`config.mk`:
```
export PLATFORM = sky130hd
export DESIGN_NAME = inst_decode_flat
export DESIGN_NICKNAME = d
export VERILOG_FILES = /design/src/rtl/inst_decode_pkg.sv /design/src/rtl/inst_decode_if.sv /design/src/rtl/inst_skid_fifo.sv /design/src/rtl/inst_decode.sv /design/src/flat_wrapper.sv
export SDC_FILE = /design/constraint.sdc
export NUM_CORES = 1
export LEC_CHECK = 0
export CAP_MARGIN = 20
export CORE_MARGIN = 8
export CORE_UTILIZATION = 52
export CTS_CLUSTER_DIAMETER = 100
export DETAILED_ROUTE_END_ITERATION = 10
export PLACE_DENSITY_LB_ADDON = 0.12
export SYNTH_ARGS = -nofsm -noshare
export SYNTH_HDL_FRONTEND = slang
export SYNTH_SLANG_ARGS = --single-unit
```
`constraint.sdc`:
```
create_clock -name clk -period 4.2 [get_ports clk]
set_input_delay 0.42 -clock clk [delete_from_list [all_inputs] [get_ports clk]]
set_output_delay 0.42 -clock clk [all_outputs]
set_load 0.005 [all_outputs]
```
`src/rtl/inst_decode_pkg.sv`:
```
// Shared encodings for the decode stage: opcodes, R-type functs, ALU control codes
// and the control-bit bundle produced by the decode table.
package inst_decode_pkg;

  localparam logic [5:0] OP_RTYPE = 6'h00;
  localparam logic [5:0] OP_BEQ   = 6'h04;
  localparam logic [5:0] OP_ORI   = 6'h0d;
  localparam logic [5:0] OP_LW    = 6'h23;
  localparam logic [5:0] OP_SW    = 6'h2b;

  localparam logic [5:0] FN_ADD = 6'h20;
  localparam logic [5:0] FN_SUB = 6'h22;
  localparam logic [5:0] FN_AND = 6'h24;
  localparam logic [5:0] FN_OR  = 6'h25;
  localparam logic [5:0] FN_SLT = 6'h2a;

  localparam logic [2:0] ALU_AND = 3'b000;
  localparam logic [2:0] ALU_OR  = 3'b001;
  localparam logic [2:0] ALU_ADD = 3'b010;
  localparam logic [2:0] ALU_SUB = 3'b110;
  localparam logic [2:0] ALU_SLT = 3'b111;

  typedef struct packed {
    logic       reg_dst;
    logic       alu_src;
    logic       mem_to_reg;
    logic       reg_wr;
    logic       mem_wr;
    logic       branch;
    logic       ext_op;
    logic [2:0] alu_ctr;
  } ctrl_t;

  // Anything outside the table decodes to an all-zero bubble.
  function automatic ctrl_t decode_ctrl(input logic [5:0] op, input logic [5:0] funct);
    ctrl_t c;
    c = '0;
    case (op)
      OP_RTYPE: begin
        case (funct)
          FN_ADD:  begin c.reg_dst = 1'b1; c.reg_wr = 1'b1; c.alu_ctr = ALU_ADD; end
          FN_SUB:  begin c.reg_dst = 1'b1; c.reg_wr = 1'b1; c.alu_ctr = ALU_SUB; end
          FN_AND:  begin c.reg_dst = 1'b1; c.reg_wr = 1'b1; c.alu_ctr = ALU_AND; end
          FN_OR:   begin c.reg_dst = 1'b1; c.reg_wr = 1'b1; c.alu_ctr = ALU_OR;  end
          FN_SLT:  begin c.reg_dst = 1'b1; c.reg_wr = 1'b1; c.alu_ctr = ALU_SLT; end
          default: c = '0;
        endcase
      end
      OP_ORI: begin c.alu_src = 1'b1; c.reg_wr = 1'b1; c.alu_ctr = ALU_OR; end
      OP_LW: begin
        c.alu_src = 1'b1; c.mem_to_reg = 1'b1; c.reg_wr = 1'b1;
        c.ext_op  = 1'b1; c.alu_ctr = ALU_ADD;
      end
      OP_SW:   begin c.alu_src = 1'b1; c.mem_wr = 1'b1; c.ext_op = 1'b1; c.alu_ctr = ALU_ADD; end
      OP_BEQ:  begin c.branch = 1'b1; c.alu_ctr = ALU_SUB; end
      default: c = '0;
    endcase
    return c;
  endfunction

  function automatic logic is_legal(input logic [5:0] op, input logic [5:0] funct);
    logic ok;
    case (op)
      OP_RTYPE: ok = (funct == FN_ADD) || (funct == FN_SUB) || (funct == FN_AND) ||
                     (funct == FN_OR)  || (funct == FN_SLT);
      OP_ORI, OP_LW, OP_SW, OP_BEQ: ok = 1'b1;
      default: ok = 1'b0;
    endcase
    return ok;
  endfunction

endpackage

```
`src/rtl/inst_decode_if.sv`:
```
// Fetch/execute facing bundle of the decode stage. The `illegal` flag exists only
// when ILLEGAL_OP_TRAP_EN is defined.
interface inst_decode_if;
  // Handshake: a transfer happens on a rising edge where valid & ready are both 1;
  // valid never depends on ready, and in_ready depends only on buffer occupancy.
  logic        in_valid;
  logic        in_ready;
  logic [31:0] inst;
  logic        flush;
  logic        out_valid;
  logic        out_ready;
  logic        br_eq;
  logic [5:0]  opcode;
  logic [5:0]  funct;
  logic [4:0]  rs;
  logic [4:0]  rt;
  logic [4:0]  rd;
  logic [4:0]  shamt;
  logic [15:0] imm16;
  logic        reg_dst;
  logic        alu_src;
  logic        mem_to_reg;
  logic        reg_wr;
  logic        mem_wr;
  logic        branch;
  logic        ext_op;
  logic [2:0]  alu_ctr;
  logic        nPC_sel;
`ifdef ILLEGAL_OP_TRAP_EN
  logic        illegal;
`endif

  modport slave (
    input  in_valid, inst, flush, out_ready, br_eq,
    output in_ready, out_valid, opcode, funct, rs, rt, rd, shamt, imm16,
           reg_dst, alu_src, mem_to_reg, reg_wr, mem_wr, branch, ext_op, alu_ctr, nPC_sel
`ifdef ILLEGAL_OP_TRAP_EN
    , output illegal
`endif
  );

  modport master (
    output in_valid, inst, flush, out_ready, br_eq,
    input  in_ready, out_valid, opcode, funct, rs, rt, rd, shamt, imm16,
           reg_dst, alu_src, mem_to_reg, reg_wr, mem_wr, branch, ext_op, alu_ctr, nPC_sel
`ifdef ILLEGAL_OP_TRAP_EN
    , input illegal
`endif
  );
endinterface

```
`src/rtl/inst_skid_fifo.sv`:
```
// Small circular instruction buffer with synchronous flush; head word is read
// straight from storage so decode sees a registered value.
module inst_skid_fifo #(
  parameter int DEPTH = 2,
  parameter int W     = 32,
  localparam int PW   = (DEPTH > 1) ? $clog2(DEPTH) : 1,
  localparam int CW   = $clog2(DEPTH + 1)
) (
  input  logic          clk,
  input  logic          rst_n,
  input  logic          push,
  input  logic          pop,
  input  logic          flush,
  input  logic [W-1:0]  din,
  output logic [CW-1:0] count,
  output logic [W-1:0]  head
);

  logic [W-1:0]  mem [DEPTH];
  logic [PW-1:0] wr_ptr;
  logic [PW-1:0] rd_ptr;

  assign head = mem[rd_ptr];

  // DEPTH is a power of two, so pointers wrap by natural overflow.
  always_ff @(posedge clk or negedge rst_n) begin
    if (!rst_n) begin
      wr_ptr <= '0;
      rd_ptr <= '0;
      count  <= '0;
      for (int i = 0; i < DEPTH; i++) mem[i] <= '0;
    end else if (flush) begin
      wr_ptr <= '0;
      rd_ptr <= '0;
      count  <= '0;
    end else begin
      if (push) begin
        mem[wr_ptr] <= din;
        wr_ptr      <= wr_ptr + PW'(1);
      end
      if (pop) rd_ptr <= rd_ptr + PW'(1);
      count <= count + CW'(push) - CW'(pop);
    end
  end

endmodule

```
`src/rtl/inst_decode.sv`:
```
// Decode stage: buffers fetched words, decodes the head entry and redirects fetch on
// taken beq. Define ILLEGAL_OP_TRAP_EN to add the `illegal` output and trap-flush.
module inst_decode
  import inst_decode_pkg::*;
#(
  parameter int DEPTH  = 2,
  parameter int INST_W = 32
) (
  input logic          clk,
  input logic          rst_n,
  inst_decode_if.slave bus
);

  localparam int CW = $clog2(DEPTH + 1);

  logic [CW-1:0]     count;
  logic [INST_W-1:0] head;
  logic              push;
  logic              pop;
  logic              taken;
  logic              fifo_flush;
  ctrl_t             ctrl;

  inst_skid_fifo #(.DEPTH(DEPTH), .W(INST_W)) u_fifo (
    .clk   (clk),
    .rst_n (rst_n),
    .push  (push),
    .pop   (pop),
    .flush (fifo_flush),
    .din   (bus.inst),
    .count (count),
    .head  (head)
  );

  assign bus.in_ready  = (count != CW'(DEPTH));
  assign bus.out_valid = (count != '0);
  assign push = bus.in_valid & bus.in_ready;
  assign pop  = bus.out_valid & bus.out_ready;

  assign bus.opcode = head[31:26];
  assign bus.rs     = head[25:21];
  assign bus.rt     = head[20:16];
  assign bus.rd     = head[15:11];
  assign bus.shamt  = head[10:6];
  assign bus.funct  = head[5:0];
  assign bus.imm16  = head[15:0];

  // An empty buffer presents a bubble regardless of stale storage contents.
  assign ctrl = bus.out_valid ? decode_ctrl(head[31:26], head[5:0]) : '0;

  assign bus.reg_dst    = ctrl.reg_dst;
  assign bus.alu_src    = ctrl.alu_src;
  assign bus.mem_to_reg = ctrl.mem_to_reg;
  assign bus.reg_wr     = ctrl.reg_wr;
  assign bus.mem_wr     = ctrl.mem_wr;
  assign bus.branch     = ctrl.branch;
  assign bus.ext_op     = ctrl.ext_op;
  assign bus.alu_ctr    = ctrl.alu_ctr;

  // A taken beq consumes the head and discards everything younger as wrong-path.
  assign taken       = pop & ctrl.branch & bus.br_eq & ~bus.flush;
  assign bus.nPC_sel = taken;

`ifdef ILLEGAL_OP_TRAP_EN
  logic illegal_head;
  assign illegal_head = bus.out_valid & ~is_legal(head[31:26], head[5:0]);
  assign bus.illegal  = illegal_head;
  assign fifo_flush   = bus.flush | taken | (pop & illegal_head);
`else
  assign fifo_flush   = bus.flush | taken;
`endif

endmodule

```
`src/flat_wrapper.sv`:
```
// flat-port wrapper written by rule: the top's interface ports become plain ports
module inst_decode_flat import inst_decode_pkg::*;
#(
  parameter int DEPTH  = 2,
  parameter int INST_W = 32
)
  (clk, rst_n, bus_in_valid, bus_inst, bus_flush, bus_out_ready, bus_br_eq, bus_in_ready, bus_out_valid, bus_opcode, bus_funct, bus_rs, bus_rt, bus_rd, bus_shamt, bus_imm16, bus_reg_dst, bus_alu_src, bus_mem_to_reg, bus_reg_wr, bus_mem_wr, bus_branch, bus_ext_op, bus_alu_ctr, bus_nPC_sel);
  inst_decode_if bus_i ();
  input logic clk;
  input logic rst_n;
  input wire logic [$bits(bus_i.in_valid)-1:0] bus_in_valid;
  input wire logic [$bits(bus_i.inst)-1:0] bus_inst;
  input wire logic [$bits(bus_i.flush)-1:0] bus_flush;
  input wire logic [$bits(bus_i.out_ready)-1:0] bus_out_ready;
  input wire logic [$bits(bus_i.br_eq)-1:0] bus_br_eq;
  output wire logic [$bits(bus_i.in_ready)-1:0] bus_in_ready;
  output wire logic [$bits(bus_i.out_valid)-1:0] bus_out_valid;
  output wire logic [$bits(bus_i.opcode)-1:0] bus_opcode;
  output wire logic [$bits(bus_i.funct)-1:0] bus_funct;
  output wire logic [$bits(bus_i.rs)-1:0] bus_rs;
  output wire logic [$bits(bus_i.rt)-1:0] bus_rt;
  output wire logic [$bits(bus_i.rd)-1:0] bus_rd;
  output wire logic [$bits(bus_i.shamt)-1:0] bus_shamt;
  output wire logic [$bits(bus_i.imm16)-1:0] bus_imm16;
  output wire logic [$bits(bus_i.reg_dst)-1:0] bus_reg_dst;
  output wire logic [$bits(bus_i.alu_src)-1:0] bus_alu_src;
  output wire logic [$bits(bus_i.mem_to_reg)-1:0] bus_mem_to_reg;
  output wire logic [$bits(bus_i.reg_wr)-1:0] bus_reg_wr;
  output wire logic [$bits(bus_i.mem_wr)-1:0] bus_mem_wr;
  output wire logic [$bits(bus_i.branch)-1:0] bus_branch;
  output wire logic [$bits(bus_i.ext_op)-1:0] bus_ext_op;
  output wire logic [$bits(bus_i.alu_ctr)-1:0] bus_alu_ctr;
  output wire logic [$bits(bus_i.nPC_sel)-1:0] bus_nPC_sel;
  assign bus_i.in_valid = bus_in_valid;
  assign bus_i.inst = bus_inst;
  assign bus_i.flush = bus_flush;
  assign bus_i.out_ready = bus_out_ready;
  assign bus_i.br_eq = bus_br_eq;
  assign bus_in_ready = bus_i.in_ready;
  assign bus_out_valid = bus_i.out_valid;
  assign bus_opcode = bus_i.opcode;
  assign bus_funct = bus_i.funct;
  assign bus_rs = bus_i.rs;
  assign bus_rt = bus_i.rt;
  assign bus_rd = bus_i.rd;
  assign bus_shamt = bus_i.shamt;
  assign bus_imm16 = bus_i.imm16;
  assign bus_reg_dst = bus_i.reg_dst;
  assign bus_alu_src = bus_i.alu_src;
  assign bus_mem_to_reg = bus_i.mem_to_reg;
  assign bus_reg_wr = bus_i.reg_wr;
  assign bus_mem_wr = bus_i.mem_wr;
  assign bus_branch = bus_i.branch;
  assign bus_ext_op = bus_i.ext_op;
  assign bus_alu_ctr = bus_i.alu_ctr;
  assign bus_nPC_sel = bus_i.nPC_sel;
  inst_decode #(.DEPTH(DEPTH), .INST_W(INST_W)) u_core (.clk(clk), .rst_n(rst_n), .bus(bus_i));
endmodule
```
### Word level (Yosys, flattened, before mapping)

Cells that the tools add are included.

| storage, ports and cells | value |
|---|---|
| flip-flop bits (word level) | 68 |
| output and inout port bits | 61 |
| logic and storage cells | 64 |

| cells by class | value |
|---|---|
| add/sub/neg operators | 4 |
| $lt $le $gt $ge | 3 |
| equality and inequality tests | 10 |
| multiplexer cells | 22 |
| bitwise operators | 10 |
| reduce and logical (&&, ||, !) cells | 10 |

Operators by type and width:

| kind | count |
|---|---|
| $mux W32 | 4 |
| $bwmux W64 | 1 |
| $eq A6 B6 Y1 const B | 7 |
| $demux W32 S1 | 1 |
| $pmux W3 S4 | 2 |
| $mux W1 | 11 |
| $mux W10 | 1 |
| $eq A6 B3 Y1 const B | 1 |
| $eq A6 B4 Y1 const B | 1 |
| $logic_not A6 Y1 | 1 |
| $reduce_bool A2 Y1 | 3 |
| $and A1 B1 Y1 | 5 |
| $reduce_or A5 Y1 | 1 |
| $ge A2 B2 Y1 const B | 2 |
| $not A1 Y2 | 2 |
| $reduce_or A2 Y1 | 2 |
| $reduce_or A3 Y1 | 1 |
| $add A1 B1 Y1 const B | 2 |
| $add A2 B1 Y2 | 1 |
| $lt A2 B1 Y1 const B | 1 |
| $mux W2 | 1 |
| $ne A2 B2 Y1 const B | 1 |
| $not A1 Y1 | 2 |
| $pmux W1 S2 | 1 |
| 4 further kinds | 4 |

### Depth between registers and ports, before layout

| depth | value |
|---|---|
| depth in word-level cells | 15 |
| gate-level depth with buffers | 8 |

### Cells and area by module

Synthesis repeated with hierarchy kept, for this count alone.

| second synthesis, totals | value |
|---|---|
| cells, all modules | 239 |
| area, all modules | 3,349.5 µm² |

By module, submodules not included:

| module | times used | cells each | area each (µm²) | seq. area each (µm²) |
|---|---|---|---|---|
| inst_skid_fifo | 1 | 187 | 2,962.8 | 1,701.6 |
| inst_decode | 1 | 52 | 386.6 | 0.0 |

### Least setup slack after synthesis

No wires, ideal clock.

| timing | value |
|---|---|
| kind | register to register |
| start | reg u_core.u_fifo.rd_ptr |
| end | reg u_core.u_fifo.mem[0] in the netlist's numbering |
| arrival time | 2.080 ns |
| data required time | 4.075 ns |
| path slack | 1.994 ns |
| cell stages (with the launch flop) | 7 |
| period minus slack after synthesis | 2.206 ns |
| cell sequence | dfrtp_1 buf_6 mux2_4 and4b_4 a2111oi_4 buf_6 mux2_4 |

| between the ends | value |
|---|---|
| word-level cells in the longest chain between the ends | 13 |

RTL lines:

| what | RTL line | RTL |
|---|---|---|
| start, declared | inst_skid_fifo.sv:21 | `logic [PW-1:0] rd_ptr;` |
| start signal, assigned | inst_skid_fifo.sv:41 | `if (pop) rd_ptr <= rd_ptr + PW'(1);` |
| $not A1 Y2 (not written as such) | inst_skid_fifo.sv:23 | `assign head = mem[rd_ptr];` |
| $mux W32 (not written as such) (3 in a row) | inst_skid_fifo.sv:23 |  |
| net bus_opcode[2] | flat_wrapper.sv:18 | `output wire logic [$bits(bus_i.opcode)-1:0] bus_opcode;` |
| $eq A6 B3 Y1 | inst_decode_pkg.sv:38 | `case (op)` |
| $mux W1 | n/a |  |
| $mux W10 | inst_decode.sv:49 | `assign ctrl = bus.out_valid ? decode_ctrl(head[31:26], head[5:0]) : '0;` |
| $and A1 B1 Y1 (3 in a row) | inst_decode.sv:61 | `assign taken = pop & ctrl.branch & bus.br_eq & ~bus.flush;` |
| $or A1 B1 Y1 | inst_decode.sv:70 | `assign fifo_flush = bus.flush \| taken;` |
| $not A1 Y1 (no line) | n/a |  |
| $reduce_and A2 Y1 (no line) | n/a |  |
| end signal, assigned by index | inst_skid_fifo.sv:38 | `mem[wr_ptr] <= din;` |
| end, declared | inst_skid_fifo.sv:19 | `logic [W-1:0] mem [DEPTH];` |

The timed path passes the listed nets, and every way through them passes these cells. The select of a mux whose other input is x is not followed.
A chain may end at the register's enable or synchronous reset.

### Final worst setup path

| timing | value |
|---|---|
| start | reg u_core.u_fifo.rd_ptr |
| end | out bus_reg_wr |

| between the ends | value |
|---|---|
| word-level cells in the longest chain between the ends | 9 |
| elaborated cells on any way between the ends | 17 |
| classes of those cells | eq/ne: 7; mux: 6; bitwise: 1; reduce/logical: 3 |

RTL lines:

| what | RTL line | RTL |
|---|---|---|
| $not A1 Y2 (not written as such) * | inst_skid_fifo.sv:23 |  |
| $mux W32 (not written as such) * (3 in a row) | inst_skid_fifo.sv:23 |  |
| $eq A6 B6 Y1 | inst_decode_pkg.sv:40 | `case (funct)` |
| $reduce_or A5 Y1 (no line) | n/a |  |
| $mux W1 | inst_decode_pkg.sv:40 |  |
| $pmux W1 S2 * | inst_decode_pkg.sv:38 |  |
| $mux W10 * | inst_decode.sv:49 |  |
| end, declared | flat_wrapper.sv:28 | `output wire logic [$bits(bus_i.reg_wr)-1:0] bus_reg_wr;` |

Every way passes the cells marked *; elsewhere a longest branch is shown, timed or not. The select of a mux whose other input is x is not followed.

==> impl_metrics.json <==
{
  "cts-resized-gates": 0,
  "yosys.area_share.adder": 0.00687,
  "cts_hold_buffers": 0,
  "maxSlewViolCount": 0,
  "coreArea_um2": 6790,
  "grt_max_degree": 40,
  "avgViaCountPerCell": 5.15,
  "reg2reg_slack_ps": 1190,
  "synth-simple-area-share": 0.0488,
  "synth_cell_type_count": 35,
  "ys_ff_latch": 68,
  "crit_path_top_delay_cell": "dfrtp_2",
  "wl_per_cell_um": 17.5,
  "timing.slew.headroom": 0.418,
  "initial_core_util": 0.536,
  "clk-insertion-delay-late_ps": 340,
  "utilization": 0.702,
  "rows": 30,
  "routed_wl_mm": 7.68,
  "finalCritPeriodShare": 0.838,
  "drtIter0Drc": 47,
  "synth.area.mux_share": 0.359,
  "totalPowerFinal_w": 0.00368,
  "n_fill_cell": 525,
  "antenna_found_initial": 0,
  "cts.sinks": 68,
  "vdd_drop_max_mv": 0.359,
  "regArea_um2": 1700,
  "critical_path.max_stage_delay_ps": 940,
  "outcome": "completed",
  "syn_nets": 292,
  "synth_top_family_by_area": "multiplexers",
  "cp_data_arrival_time_ps": 3100,
  "ctsRootBufferMaster": "clkbuf_8",
  "worst_r2r_path_depth": 5,
  "layout-drive-gt1-share": 0.357,
  "drc": 0,
  "stdcell_area_um2": 4770,
  "io_buffers": 98,
  "hold_class": "in2async",
  "startpoint_type": "register",
  "antenna_left": 0,
  "ios": 99,
  "grt.total_usage": 0.161,
  "cts_buffer_depth": 2,
  "synth_cells": 252,
  "die_area_um2": 9940,
  "rr_startpoint": "u_core.u_fifo.rd_ptr",
  "synth_area_per_cell_um2": 14.5,
  "timing.final.crit_period_ps": 3520,
  "worstSetupPathType": "reg2out",
  "synth_edf_count": 0,
  "dr.pass1.iters": 4,
  "synth_compound_area_frac": 0.0398,
  "htree_levels": 3,
  "nets": 377,
  "yosysWarnings": 0,
  "grt_pass1_vias": 2515,
  "numCtsBuffers": 9,
  "syn-cell-area_um2": 3640,
  "die_w_um": 99.7,
  "gp_congestion": 0.820,
  "tightest_slew_ps": 873,
  "clk_pin_slew_ps": 80,
  "seq_area_frac_synth": 0.467,
  "grt_pass1_wl_mm": 12.8,
  "placed_area_um2": 4550,
  "hpwl_mm": 5.48,
  "setup_tns_ps": 0,
  "areaGrowthSynthToFinish_pct": 30.9,
  "endpoint_kind": "output pin",
  "leakage_nw": 2.07,
  "synthFlopType": "dfrtp_1",
  "final-setup-viol-count": 0,
  "hold_viol_final": 0,
  "postCtsSetupBuffers": 0,
  "n_antenna_cell": 0,
  "fin_skew_ps": 9.06,
  "worstPathMaxFanout": 39,
  "die_y_um": 99.7,
  "synthArstFlopShare": 1.00,
  "vias": 2255,
  "maxCapViolCount": 0,
  "crit_chain": "or4b_2 -> o2bb2a_4 -> o2111ai_1 -> o211ai_1 -> clkdlybuf4s50_1",
  "multiInputGateArea_um2": 1690,
  "reg2reg_to": "u_core.u_fifo.mem[32]",
  "fmax_mhz": 284,
  "cts_tree": "done",
  "rsz0062_at_grt": "no",
  "powerDensity_nw_per_um2": 770,
  "synth_xor_area_frac": 0.00962,
  "grt-ovfl-total": 0,
  "required_ps": 3780
}
## through the flow
step           hold WS (ps)  worst slack [ps]  std cells
3_3_place_gp            486              1100        422
4_1_cts                 149               658        438
3_5_place_dp            489              1030        422
5_1_grt                 179               462        438
6_report                127               681        438
2_1_floorplan           124              1990        252
## power breakdown
part           switching (W)  internal [W]  total (W)
clock network       0.000253      0.000350   0.000604
logic               0.000576       0.00127    0.00185
registers           0.000247      0.000979    0.00123
## how the worst max path moves through the flow
| stage | depth (start not counted) | endpoint | start |
|---|---|---|---|
| 2_1_floorplan | 6 | u_core.u_fifo.mem[0] | u_core.u_fifo.rd_ptr |
| 3_3_place_gp | 5 | bus_reg_wr | u_core.u_fifo.rd_ptr |
| 3_5_place_dp | 5 | bus_reg_wr | u_core.u_fifo.rd_ptr |
| 4_1_cts | 5 | bus_reg_wr | u_core.u_fifo.rd_ptr |
| 5_1_grt | 5 | bus_reg_wr | u_core.u_fifo.rd_ptr |
| 6_report | 5 | bus_reg_wr | u_core.u_fifo.rd_ptr |
## state kept, by name, indices dropped and copies added (netlist names)
name and flops:
u_core.u_fifo.mem 64, u_core.u_fifo.rd_ptr 1, u_core.u_fifo.wr_ptr 1, u_core.u_fifo.count 2
## cell usage in the layout (no fill, tap or decap)
master           netlist  routed
o2bb2a_4               1       1
and3_1                 1       1
o21ai_0                3       3
dfrtp_2                0       1
bufinv_16              0       2
buf_4                 17       3
buf_2                  0       1
mux2_2                33      33
clkdlybuf4s50_1        0      97
a2111oi_4              2       2
mux2_4                61      61
nor3b_1                1       1
xor2_1                 2       2
nor2_1                11      11
and4b_1                1       1
nand3b_1               1       1
or4b_2                 1       1
nor3_1                 1       1
a21oi_1                1       1
xnor2_1                2       2
nor2b_1                2       2
clkbuf_8               0      10
a211oi_1               1       1
dfrtp_1               68      67
ha_1                   2       2
mux2i_1                2       2
or4_1                  1       1
clkinv_4               0       2
clkinv_2               0       2
nand4_1                2       2
o2111ai_1              1       1
or3b_2                 1       1
a21o_1                 1       1
nand2_1                6       6
o211ai_1               1       1
or2_2                  1       1
a31oi_1                3       3
nand2b_1               1       1
and4b_4                1       1
inv_1                  9       9
## synth_stat cells, drive strengths merged (3+ instances only)
cell type	number	area [um^2]
mux2	94	1290
o21ai	3	15.0
inv	9	33.8
a31oi	3	18.8
buf	24	206
nand2	6	22.5
nor2	11	41.3
dfrtp	68	1700
clkbuf	3	11.3
## critical path, delay by kind of cell (launching register included)
family,cells,cell delay (ps)
buf+inv,1,530
flops,1,940
simple gates,1,680
compound gates,3,590
## final cells by class
| type | count | share of cell area |
|---|---|---|
| multi-input cells | 148 | 0.354 |
| well taps | 96 | 0.0252 |
| repair buffers | 101 | 0.209 |
| clock inverters | 6 | 0.0184 |
| flip-flops and latches | 68 | 0.357 |
| inverters | 9 | 0.00708 |
| clock buffers | 10 | 0.0288 |
## metal layers
layer | track usage | wire length, um
met1 | 0.207 | 3580
met2 | 0.244 | 3430
met3 | 0.0622 | 596
met4 | 0.0512 | 66
met5 | 0 | 0
## cell families after synthesis
kind of cell	count (synthesis)
adder cells (fa/ha/maj)	2
buffers and inverters	36
AND/OR/NAND/NOR	32
AO/OA/AOI/OAI	14
XOR/XNOR	4
flip-flops	68
multiplexers	96
Note: power is estimated with default switching activity, not from simulation.
